[config.mk]
export PLATFORM = sky130hd
export DESIGN_NAME = dsp_fe_lane_ser_glue_flat
export DESIGN_NICKNAME = d
export VERILOG_FILES = /design/src/rtl/dsp_fe_pkg.sv /design/src/rtl/dsp_fe_lane_ser_glue_if.sv /design/src/rtl/dsp_fe_lane_transpose.sv /design/src/rtl/dsp_fe_lane_ser_glue.sv /design/src/flat_wrapper.sv
export SDC_FILE = /design/constraint.sdc
export NUM_CORES = 1
export LEC_CHECK = 0
export CAP_MARGIN = 40
export CELL_PAD_IN_SITES_DETAIL_PLACEMENT = 1
export CELL_PAD_IN_SITES_GLOBAL_PLACEMENT = 2
export CORE_MARGIN = 3
export CORE_UTILIZATION = 43
export CTS_CLUSTER_SIZE = 10
export DETAILED_ROUTE_END_ITERATION = 8
export DONT_BUFFER_PORTS = 1
export PLACE_DENSITY = 0.9
export SYNTH_ARGS = -nofsm -noshare
export SYNTH_HDL_FRONTEND = slang
export SYNTH_SLANG_ARGS = --single-unit
[constraint.sdc]
create_clock -name i_clk -period 3.2 [get_ports i_clk]
set_input_delay 0.8 -clock i_clk [delete_from_list [all_inputs] [get_ports i_clk]]
set_output_delay 0.8 -clock i_clk [all_outputs]
set_load 0.02 [all_outputs]
[src/rtl/dsp_fe_pkg.sv]
// Shared constants and helpers for the DSP front-end lane glue (transmit and receive sides).
// Latency: n/a (package).
// Backpressure: n/a (package).
package dsp_fe_pkg;

  // Default geometry shared with the receive-side retime/repack glue
  localparam int ADC_WIDTH_DEF     = 6;
  localparam int DES_OUT_WIDTH_DEF = 4;
  localparam int SER_WIDTH_DEF     = 2;

  // Fill state of the transposed block buffer
  typedef enum logic {
    ST_EMPTY = 1'b0,
    ST_FULL  = 1'b1
  } fill_state_e;

  // Beat counter width; a single-beat gearbox still carries a 1-bit index
  function automatic int beat_cnt_w(input int ratio);
    return (ratio > 1) ? $clog2(ratio) : 1;
  endfunction

endpackage

[src/rtl/dsp_fe_lane_ser_glue_if.sv]
// Block-in / beat-out bundle between the sample domain, the lane glue and the SER lanes.
// Latency: n/a (wiring only).
// Backpressure: valid/ready on the block side; the beat side is valid-only.
interface dsp_fe_lane_ser_glue_if #(
  parameter int ADC_WIDTH     = dsp_fe_pkg::ADC_WIDTH_DEF,
  parameter int DES_OUT_WIDTH = dsp_fe_pkg::DES_OUT_WIDTH_DEF,
  parameter int SER_WIDTH     = dsp_fe_pkg::SER_WIDTH_DEF
);
  import dsp_fe_pkg::*;

  localparam int BEAT_W = beat_cnt_w(DES_OUT_WIDTH / SER_WIDTH);

  logic                                    i_valid;
  logic                                    o_ready;
  logic [DES_OUT_WIDTH-1:0][ADC_WIDTH-1:0] i_dat_da_lane;
  logic [ADC_WIDTH-1:0][SER_WIDTH-1:0]     o_dat_ad_lane;
  logic                                    o_valid;
  logic [BEAT_W-1:0]                       o_beat;

  modport master (
    output i_valid, i_dat_da_lane,
    input  o_ready, o_dat_ad_lane, o_valid, o_beat
  );

  modport slave (
    input  i_valid, i_dat_da_lane,
    output o_ready, o_dat_ad_lane, o_valid, o_beat
  );

endinterface

[src/rtl/dsp_fe_lane_transpose.sv]
// Transposes a sample-major block into bit-lane-major form: lanes_o[i][j] = blk_i[j][i].
// Latency: combinational, zero cycles.
// Backpressure: none.
module dsp_fe_lane_transpose #(
  parameter int ADC_WIDTH     = 6,
  parameter int DES_OUT_WIDTH = 4
) (
  input  logic [DES_OUT_WIDTH-1:0][ADC_WIDTH-1:0] blk_i,
  output logic [ADC_WIDTH-1:0][DES_OUT_WIDTH-1:0] lanes_o
);

  // Bit i of sample j becomes bit j of lane i, keeping the earliest sample at the lane LSB
  always_comb begin
    lanes_o = '0;
    for (int i = 0; i < ADC_WIDTH; i++) begin
      for (int j = 0; j < DES_OUT_WIDTH; j++) begin
        lanes_o[i][j] = blk_i[j][i];
      end
    end
  end

endmodule

[src/rtl/dsp_fe_lane_ser_glue.sv]
// Transposes sample-major blocks to lane-major and gearboxes each lane into SER_WIDTH-bit beats.
// Latency: block accepted in cycle N puts beat 0 out in cycle N+2; RATIO beats on consecutive cycles.
// Backpressure: o_ready only while empty or on the last beat; a missing block there drains and flags underrun.
module dsp_fe_lane_ser_glue #(
  parameter int ADC_WIDTH     = dsp_fe_pkg::ADC_WIDTH_DEF,
  parameter int DES_OUT_WIDTH = dsp_fe_pkg::DES_OUT_WIDTH_DEF,
  parameter int SER_WIDTH     = dsp_fe_pkg::SER_WIDTH_DEF
) (
  input  logic                  i_clk,
  input  logic                  i_rst_n,
  input  logic                  i_en,
  input  logic                  i_clr_underrun,
  output logic                  o_underrun,
  dsp_fe_lane_ser_glue_if.slave bus
);
  import dsp_fe_pkg::*;

  localparam int RATIO = DES_OUT_WIDTH / SER_WIDTH;
  localparam int BW    = beat_cnt_w(RATIO);

  if ((DES_OUT_WIDTH % SER_WIDTH) != 0) begin : g_bad_ser_width
    $error("DES_OUT_WIDTH must be a multiple of SER_WIDTH");
  end

  fill_state_e                             state_q, state_d;
  logic [BW-1:0]                           cnt_q, cnt_d;
  logic [ADC_WIDTH-1:0][DES_OUT_WIDTH-1:0] lane_buf_q;
  logic [ADC_WIDTH-1:0][DES_OUT_WIDTH-1:0] tp_lanes;
  logic [ADC_WIDTH-1:0][SER_WIDTH-1:0]     slice;
  logic [ADC_WIDTH-1:0][SER_WIDTH-1:0]     dat_q;
  logic                                    vld_q;
  logic [BW-1:0]                           beat_q;
  logic                                    underrun_q;
  logic                                    last_beat;
  logic                                    ready;
  logic                                    accept;
  logic                                    load;
  logic                                    underrun_set;

  dsp_fe_lane_transpose #(
    .ADC_WIDTH     (ADC_WIDTH),
    .DES_OUT_WIDTH (DES_OUT_WIDTH)
  ) u_transpose (
    .blk_i   (bus.i_dat_da_lane),
    .lanes_o (tp_lanes)
  );

  // A new block can land while empty, or exactly on the last beat so the stream stays gapless
  assign last_beat = (cnt_q == BW'(RATIO - 1));
  assign ready     = i_en && ((state_q == ST_EMPTY) || last_beat);
  assign accept    = bus.i_valid && ready;

  // Select the current beat's SER_WIDTH-bit window from every lane
  always_comb begin
    slice = '0;
    for (int i = 0; i < ADC_WIDTH; i++) begin
      slice[i] = lane_buf_q[i][int'(cnt_q) * SER_WIDTH +: SER_WIDTH];
    end
  end

  // Next-state: advance through beats, reload on the last beat or drain and flag underrun
  always_comb begin
    state_d      = state_q;
    cnt_d        = cnt_q;
    load         = 1'b0;
    underrun_set = 1'b0;
    if (i_en) begin
      case (state_q)
        ST_FULL: begin
          if (!last_beat) begin
            cnt_d = cnt_q + BW'(1);
          end else begin
            cnt_d = '0;
            if (accept) begin
              load = 1'b1;
            end else begin
              state_d      = ST_EMPTY;
              underrun_set = 1'b1;
            end
          end
        end
        default: begin
          if (accept) begin
            load    = 1'b1;
            state_d = ST_FULL;
            cnt_d   = '0;
          end
        end
      endcase
    end
  end

  // Fill state and beat counter registers
  always_ff @(posedge i_clk or negedge i_rst_n) begin
    if (!i_rst_n) begin
      state_q <= ST_EMPTY;
      cnt_q   <= '0;
    end else begin
      state_q <= state_d;
      cnt_q   <= cnt_d;
    end
  end

  // Transposed block buffer, loaded on accept
  always_ff @(posedge i_clk or negedge i_rst_n) begin
    if (!i_rst_n) begin
      lane_buf_q <= '0;
    end else if (load) begin
      lane_buf_q <= tp_lanes;
    end
  end

  // Registered beat outputs so SER samples clean flops; held while disabled
  always_ff @(posedge i_clk or negedge i_rst_n) begin
    if (!i_rst_n) begin
      dat_q  <= '0;
      vld_q  <= 1'b0;
      beat_q <= '0;
    end else if (i_en) begin
      if (state_q == ST_FULL) begin
        dat_q  <= slice;
        vld_q  <= 1'b1;
        beat_q <= cnt_q;
      end else begin
        dat_q <= '0;
        vld_q <= 1'b0;
      end
    end
  end

  // Sticky underrun; a same-cycle set beats the clear
  always_ff @(posedge i_clk or negedge i_rst_n) begin
    if (!i_rst_n) begin
      underrun_q <= 1'b0;
    end else if (i_en) begin
      if (underrun_set) begin
        underrun_q <= 1'b1;
      end else if (i_clr_underrun) begin
        underrun_q <= 1'b0;
      end
    end
  end

  assign bus.o_ready       = ready;
  assign bus.o_dat_ad_lane = dat_q;
  assign bus.o_valid       = vld_q;
  assign bus.o_beat        = beat_q;
  assign o_underrun        = underrun_q;

endmodule

[src/flat_wrapper.sv]
// flat-port wrapper written by rule: the top's interface ports become plain ports
module dsp_fe_lane_ser_glue_flat import dsp_fe_pkg::*;
#(
  parameter int ADC_WIDTH     = dsp_fe_pkg::ADC_WIDTH_DEF,
  parameter int DES_OUT_WIDTH = dsp_fe_pkg::DES_OUT_WIDTH_DEF,
  parameter int SER_WIDTH     = dsp_fe_pkg::SER_WIDTH_DEF
)
  (i_clk, i_rst_n, i_en, i_clr_underrun, o_underrun, bus_i_valid, bus_i_dat_da_lane, bus_o_ready, bus_o_dat_ad_lane, bus_o_valid, bus_o_beat);
  dsp_fe_lane_ser_glue_if #(.ADC_WIDTH(ADC_WIDTH), .DES_OUT_WIDTH(DES_OUT_WIDTH), .SER_WIDTH(SER_WIDTH)) bus_i ();
  input  logic i_clk;
  input  logic i_rst_n;
  input  logic i_en;
  input  logic i_clr_underrun;
  output logic o_underrun;
  input wire logic [$bits(bus_i.i_valid)-1:0] bus_i_valid;
  input wire logic [$bits(bus_i.i_dat_da_lane)-1:0] bus_i_dat_da_lane;
  output wire logic [$bits(bus_i.o_ready)-1:0] bus_o_ready;
  output wire logic [$bits(bus_i.o_dat_ad_lane)-1:0] bus_o_dat_ad_lane;
  output wire logic [$bits(bus_i.o_valid)-1:0] bus_o_valid;
  output wire logic [$bits(bus_i.o_beat)-1:0] bus_o_beat;
  assign bus_i.i_valid = bus_i_valid;
  assign bus_i.i_dat_da_lane = bus_i_dat_da_lane;
  assign bus_o_ready = bus_i.o_ready;
  assign bus_o_dat_ad_lane = bus_i.o_dat_ad_lane;
  assign bus_o_valid = bus_i.o_valid;
  assign bus_o_beat = bus_i.o_beat;
  dsp_fe_lane_ser_glue #(.ADC_WIDTH(ADC_WIDTH), .DES_OUT_WIDTH(DES_OUT_WIDTH), .SER_WIDTH(SER_WIDTH)) u_core (.i_clk(i_clk), .i_rst_n(i_rst_n), .i_en(i_en), .i_clr_underrun(i_clr_underrun), .o_underrun(o_underrun), .bus(bus_i));
endmodule
==> flow_summary.html <==
<table>
<tr><th>Metric</th><th>Value</th></tr>
<tr><th colspan="2">Worst setup path</th></tr>
<tr><td>Data arrival time at the worst-slack endpoint</td><td>1.56 ns</td></tr>
<tr><td>Worst flop-to-flop path startpoint</td><td>u_core.cnt_q</td></tr>
<tr><td>Length in cells of the worst reg-to-reg path</td><td>4</td></tr>
<tr><td>CP Capture Type</td><td>output pin</td></tr>
<tr><td>Maximum fanout along the worst path</td><td>16</td></tr>
<tr><td>RR Endpoint</td><td>u_core.lane_buf_q[19]</td></tr>
<tr><td>Critical path class</td><td>flip-flop to output pin</td></tr>
<tr><td>Type of origin of the critical path</td><td>flip-flop</td></tr>
<tr><td>Slack of the worst reg-to-reg path</td><td>1.32 ns</td></tr>
<tr><td>CP required</td><td>2.40 ns</td></tr>
<tr><th colspan="2">Pwr</th></tr>
<tr><td>Power density of the placed cells</td><td>1060 nW/um^2</td></tr>
<tr><td>Combinational power share</td><td>25.8%</td></tr>
<tr><td>Net switching fraction of the power</td><td>34.9%</td></tr>
<tr><td>Internal Power</td><td>1.24 mW</td></tr>
<tr><td>Net switching power figure</td><td>663 uW</td></tr>
<tr><td>Clock Power Share</td><td>19.4%</td></tr>
<tr><td>Sequential Power Share</td><td>54.8%</td></tr>
<tr><td>Static leakage</td><td>0.793 nW</td></tr>
<tr><td>Worst voltage drop across the vdd grid</td><td>0.326 mV</td></tr>
<tr><th colspan="2">Clock tree</th></tr>
<tr><td>Count of instances resized after the clock tree is built</td><td>0</td></tr>
<tr><td>Latest clock arrival within the worst-skew pair</td><td>0.29 ns</td></tr>
<tr><td>Hold_buf cts</td><td>0</td></tr>
<tr><td>CTS tree</td><td>yes</td></tr>
<tr><td>Clock-pin transition on the worst setup and hold timing paths</td><td>0.08 ns</td></tr>
<tr><td>Total setup buffers inserted after CTS</td><td>0</td></tr>
<tr><td>Cts bufs inserted</td><td>5</td></tr>
<tr><td>Root cell of the clock tree</td><td>clkbuf_8</td></tr>
<tr><td>Number of H-tree levels</td><td>2</td></tr>
<tr><td>Maximum clock path buffer count</td><td>2</td></tr>
<tr><td>Clock net sink count</td><td>41</td></tr>
<tr><th colspan="2">STA</th></tr>
<tr><td>Fmax</td><td>424 MHz</td></tr>
<tr><td>Unrepaired setup endpoints after global routing</td><td>false</td></tr>
<tr><td>Clock Skews</td><td>0.00283 ns</td></tr>
<tr><td>Total count of hold-check failures in the final report</td><td>0</td></tr>
<tr><td>Setup Viol. Count Final</td><td>0</td></tr>
<tr><td>Worst slew pin tran</td><td>0.760 ns</td></tr>
<tr><td>Final cycle utilization of the critical path</td><td>73.7%</td></tr>
<tr><td>Max-slew violations</td><td>0</td></tr>
<tr><td>Sum Neg Setup Slack</td><td>0 ns</td></tr>
<tr><td>Max-slew headroom at the worst pin</td><td>49.2%</td></tr>
<tr><td>Period minus WS final</td><td>2.36 ns</td></tr>
<tr><th colspan="2">Yosys</th></tr>
<tr><td>Post-synthesis area per instance</td><td>13.5 sq um</td></tr>
<tr><td>Top cell type's share of synthesized area</td><td>61.0%</td></tr>
<tr><td>Count leader, synth</td><td>dfrtp_1</td></tr>
<tr><td>Cells taking the most area after synthesis</td><td>dfrtp_1, mux2_2, mux2i_1</td></tr>
<tr><td>Post-synthesis net count</td><td>154</td></tr>
<tr><td>Cells after Synth</td><td>125</td></tr>
<tr><td>Number of warning messages in the yosys log</td><td>0</td></tr>
<tr><td>Leading post-synthesis cells by instance count</td><td>dfrtp_1, mux2_2, inv_1, mux2i_1, o22ai_1</td></tr>
<tr><td>Post-synth EDFFs</td><td>0</td></tr>
<tr><td>Library cells used by synthesis</td><td>15</td></tr>
<tr><td>Area leader, netlist</td><td>dfrtp_1</td></tr>
<tr><td>Most instantiated flip-flop cell in the synthesis netlist</td><td>dfrtp_1</td></tr>
<tr><td>Number of storage elements in the synthesis netlist</td><td>41</td></tr>
<tr><td>Sequential element share of the synthesized area</td><td>61.0%</td></tr>
<tr><td>Share of flip-flops with an asynchronous set or reset after synthesis</td><td>100%</td></tr>
<tr><td>Summed instance area of the synthesized netlist</td><td>1680 sq um</td></tr>
<tr><th colspan="2">Route</th></tr>
<tr><td>First-pass detailed-route iteration total</td><td>4</td></tr>
<tr><td>Initial DRC count</td><td>37</td></tr>
<tr><td>Total Routed Length</td><td>3280 um</td></tr>
<tr><td>Vias</td><td>942</td></tr>
<tr><td>Final ANT Viol Nets</td><td>0</td></tr>
<tr><td>Routed wirelength normalized by instance count</td><td>18.8 um</td></tr>
<tr><td>DRC violations left</td><td>0</td></tr>
<tr><td>Average vias per placed instance</td><td>5.38</td></tr>
<tr><th colspan="2">Final layout</th></tr>
<tr><td>Ant. Diodes</td><td>0</td></tr>
<tr><td>Number of nets in the finished design</td><td>155</td></tr>
<tr><td>Share of layout cells above drive strength 1</td><td>27.6%</td></tr>
<tr><td>Design area</td><td>1800 sq um</td></tr>
<tr><td>Relative area change from synthesis to final layout</td><td>6.91%</td></tr>
<tr><td>Post-route insts no fill</td><td>175</td></tr>
<tr><th colspan="2">Floorplan</th></tr>
<tr><td>Top-level I/O count</td><td>45</td></tr>
<tr><td>Area of the core</td><td>3720 sq um</td></tr>
<tr><td>Area enclosed by the die boundary</td><td>4700 sq um</td></tr>
<tr><td>Chip height</td><td>68.6 um</td></tr>
<tr><td>Number of rows in the core area</td><td>22</td></tr>
<tr><td>Initial Util</td><td>45.3%</td></tr>
<tr><td>Die X-Extent</td><td>68.6 um</td></tr>
<tr><th colspan="2">Status</th></tr>
<tr><td>Outcome</td><td>finished clean</td></tr>
<tr><th colspan="2">Global routing</th></tr>
<tr><td>Via count of the first global-routing pass</td><td>1076</td></tr>
<tr><td>Total congestion overflow</td><td>0</td></tr>
<tr><td>GR Util All Layers</td><td>16.0%</td></tr>
<tr><td>Pin count of the biggest net entering global routing</td><td>42</td></tr>
<tr><td>Initial antenna violation count</td><td>0</td></tr>
<tr><td>Wire length of the first global-routing pass</td><td>5250 um</td></tr>
<tr><th colspan="2">Place</th></tr>
<tr><td># placed instances</td><td>167</td></tr>
<tr><td>Placed Area</td><td>1700 sq um</td></tr>
<tr><td>Post-DP HPWL</td><td>2310 um</td></tr>
<tr><td>Count of input and output buffers</td><td>0</td></tr>
<tr><td>Final weighted congestion in routability-driven placement</td><td>0.626</td></tr>
<tr><th colspan="2">Run</th></tr>
<tr><td>Count of maximum capacitance violations</td><td>0</td></tr>
<tr><th colspan="2">Worst hold path</th></tr>
<tr><td>Path class of the lowest-slack min-delay path</td><td>input port to asynchronous set/reset pin</td></tr>
</table>
## worst max-delay path by stage
stage	from	to	slack, ns	cells past startpoint
CTS	u_core.cnt_q	bus_o_ready	0.83	3
global placement	i_en	bus_o_ready	1.05	1
finish	u_core.cnt_q	bus_o_ready	0.84	3
floorplan	i_en	bus_o_ready	0.91	2
detailed placement	i_en	bus_o_ready	1.06	1
global route	u_core.cnt_q	bus_o_ready	0.70	3
## through the flow
step	setup slack [ns]	util, %	total power [mW]	hold WS [ns]
2_1_floorplan	0.913	-	1.44	0.480
3_3_place_gp	1.05	45.7	1.50	0.489
3_5_place_dp	1.06	45.7	1.56	0.502
4_1_cts	0.834	48.4	1.93	0.183
5_1_grt	0.701	48.4	2.05	0.165
6_report	0.842	48.4	1.90	0.194
## cells by family (layout without fill, tap and decap cells)
family	count (synthesis)	in the layout	share of synthesized area [%]
compound gates	20	20	8.03
buf+inv	21	23	6.24
flops	41	41	61.0
mux	36	36	23.2
simple gates	7	7	1.56
## state kept, by name (all words and copies together) (netlist names)
signal / count
u_core.bus.o_beat: 1
u_core.bus.o_dat_ad_lane: 12
u_core.state_q: 1
u_core.o_underrun: 1
u_core.bus.o_valid: 1
u_core.lane_buf_q: 24
u_core.cnt_q: 1
## power by group through the flow
stage                     registers, mW  clock network [mW]  logic (mW)
after floorplan                    1.00                   0       0.443
after global placement             1.04                   0       0.465
after detailed placement           1.06                   0       0.498
after CTS                          1.05               0.381       0.499
after global routing               1.08               0.408       0.559
final                              1.04               0.368       0.490
## routing by layer
metal  vias to the layer above  GRT usage (%)  share of wire [%]
met5                         -              0                  0
met4                         0           7.44                1.4
met3                         5           7.46                9.1
met2                        34           27.5                 53
met1                       475           16.5                 36
li1                        428              -                  -
## cell type report
type / count / area (sq um)
timing repair buffer: 1 / 7.51
clock buffer: 7 / 96.3
tap: 48 / 60.1
fill: 392 / 1920
clock inverter: 1 / 5.00
multi-input combinational: 63 / 552
inverter: 14 / 52.6
sequential: 41 / 1030
## worst max-delay path, stage by stage (launching register included)
cell and delay (ns):
dfrtp_1 0.33, buf_4 0.27, inv_2 0.11, a21boi_0 0.55
## layout by cell type (no fill, tap or decap), types with 4 or more instances in the layout
master / n
dfrtp_1: 41
mux2_2: 24
inv_1: 13
mux2i_1: 12
o22ai_1: 12
nand2_1: 7
clkbuf_8: 7
o21ai_0: 4
(Power assumes the default switching activity.)
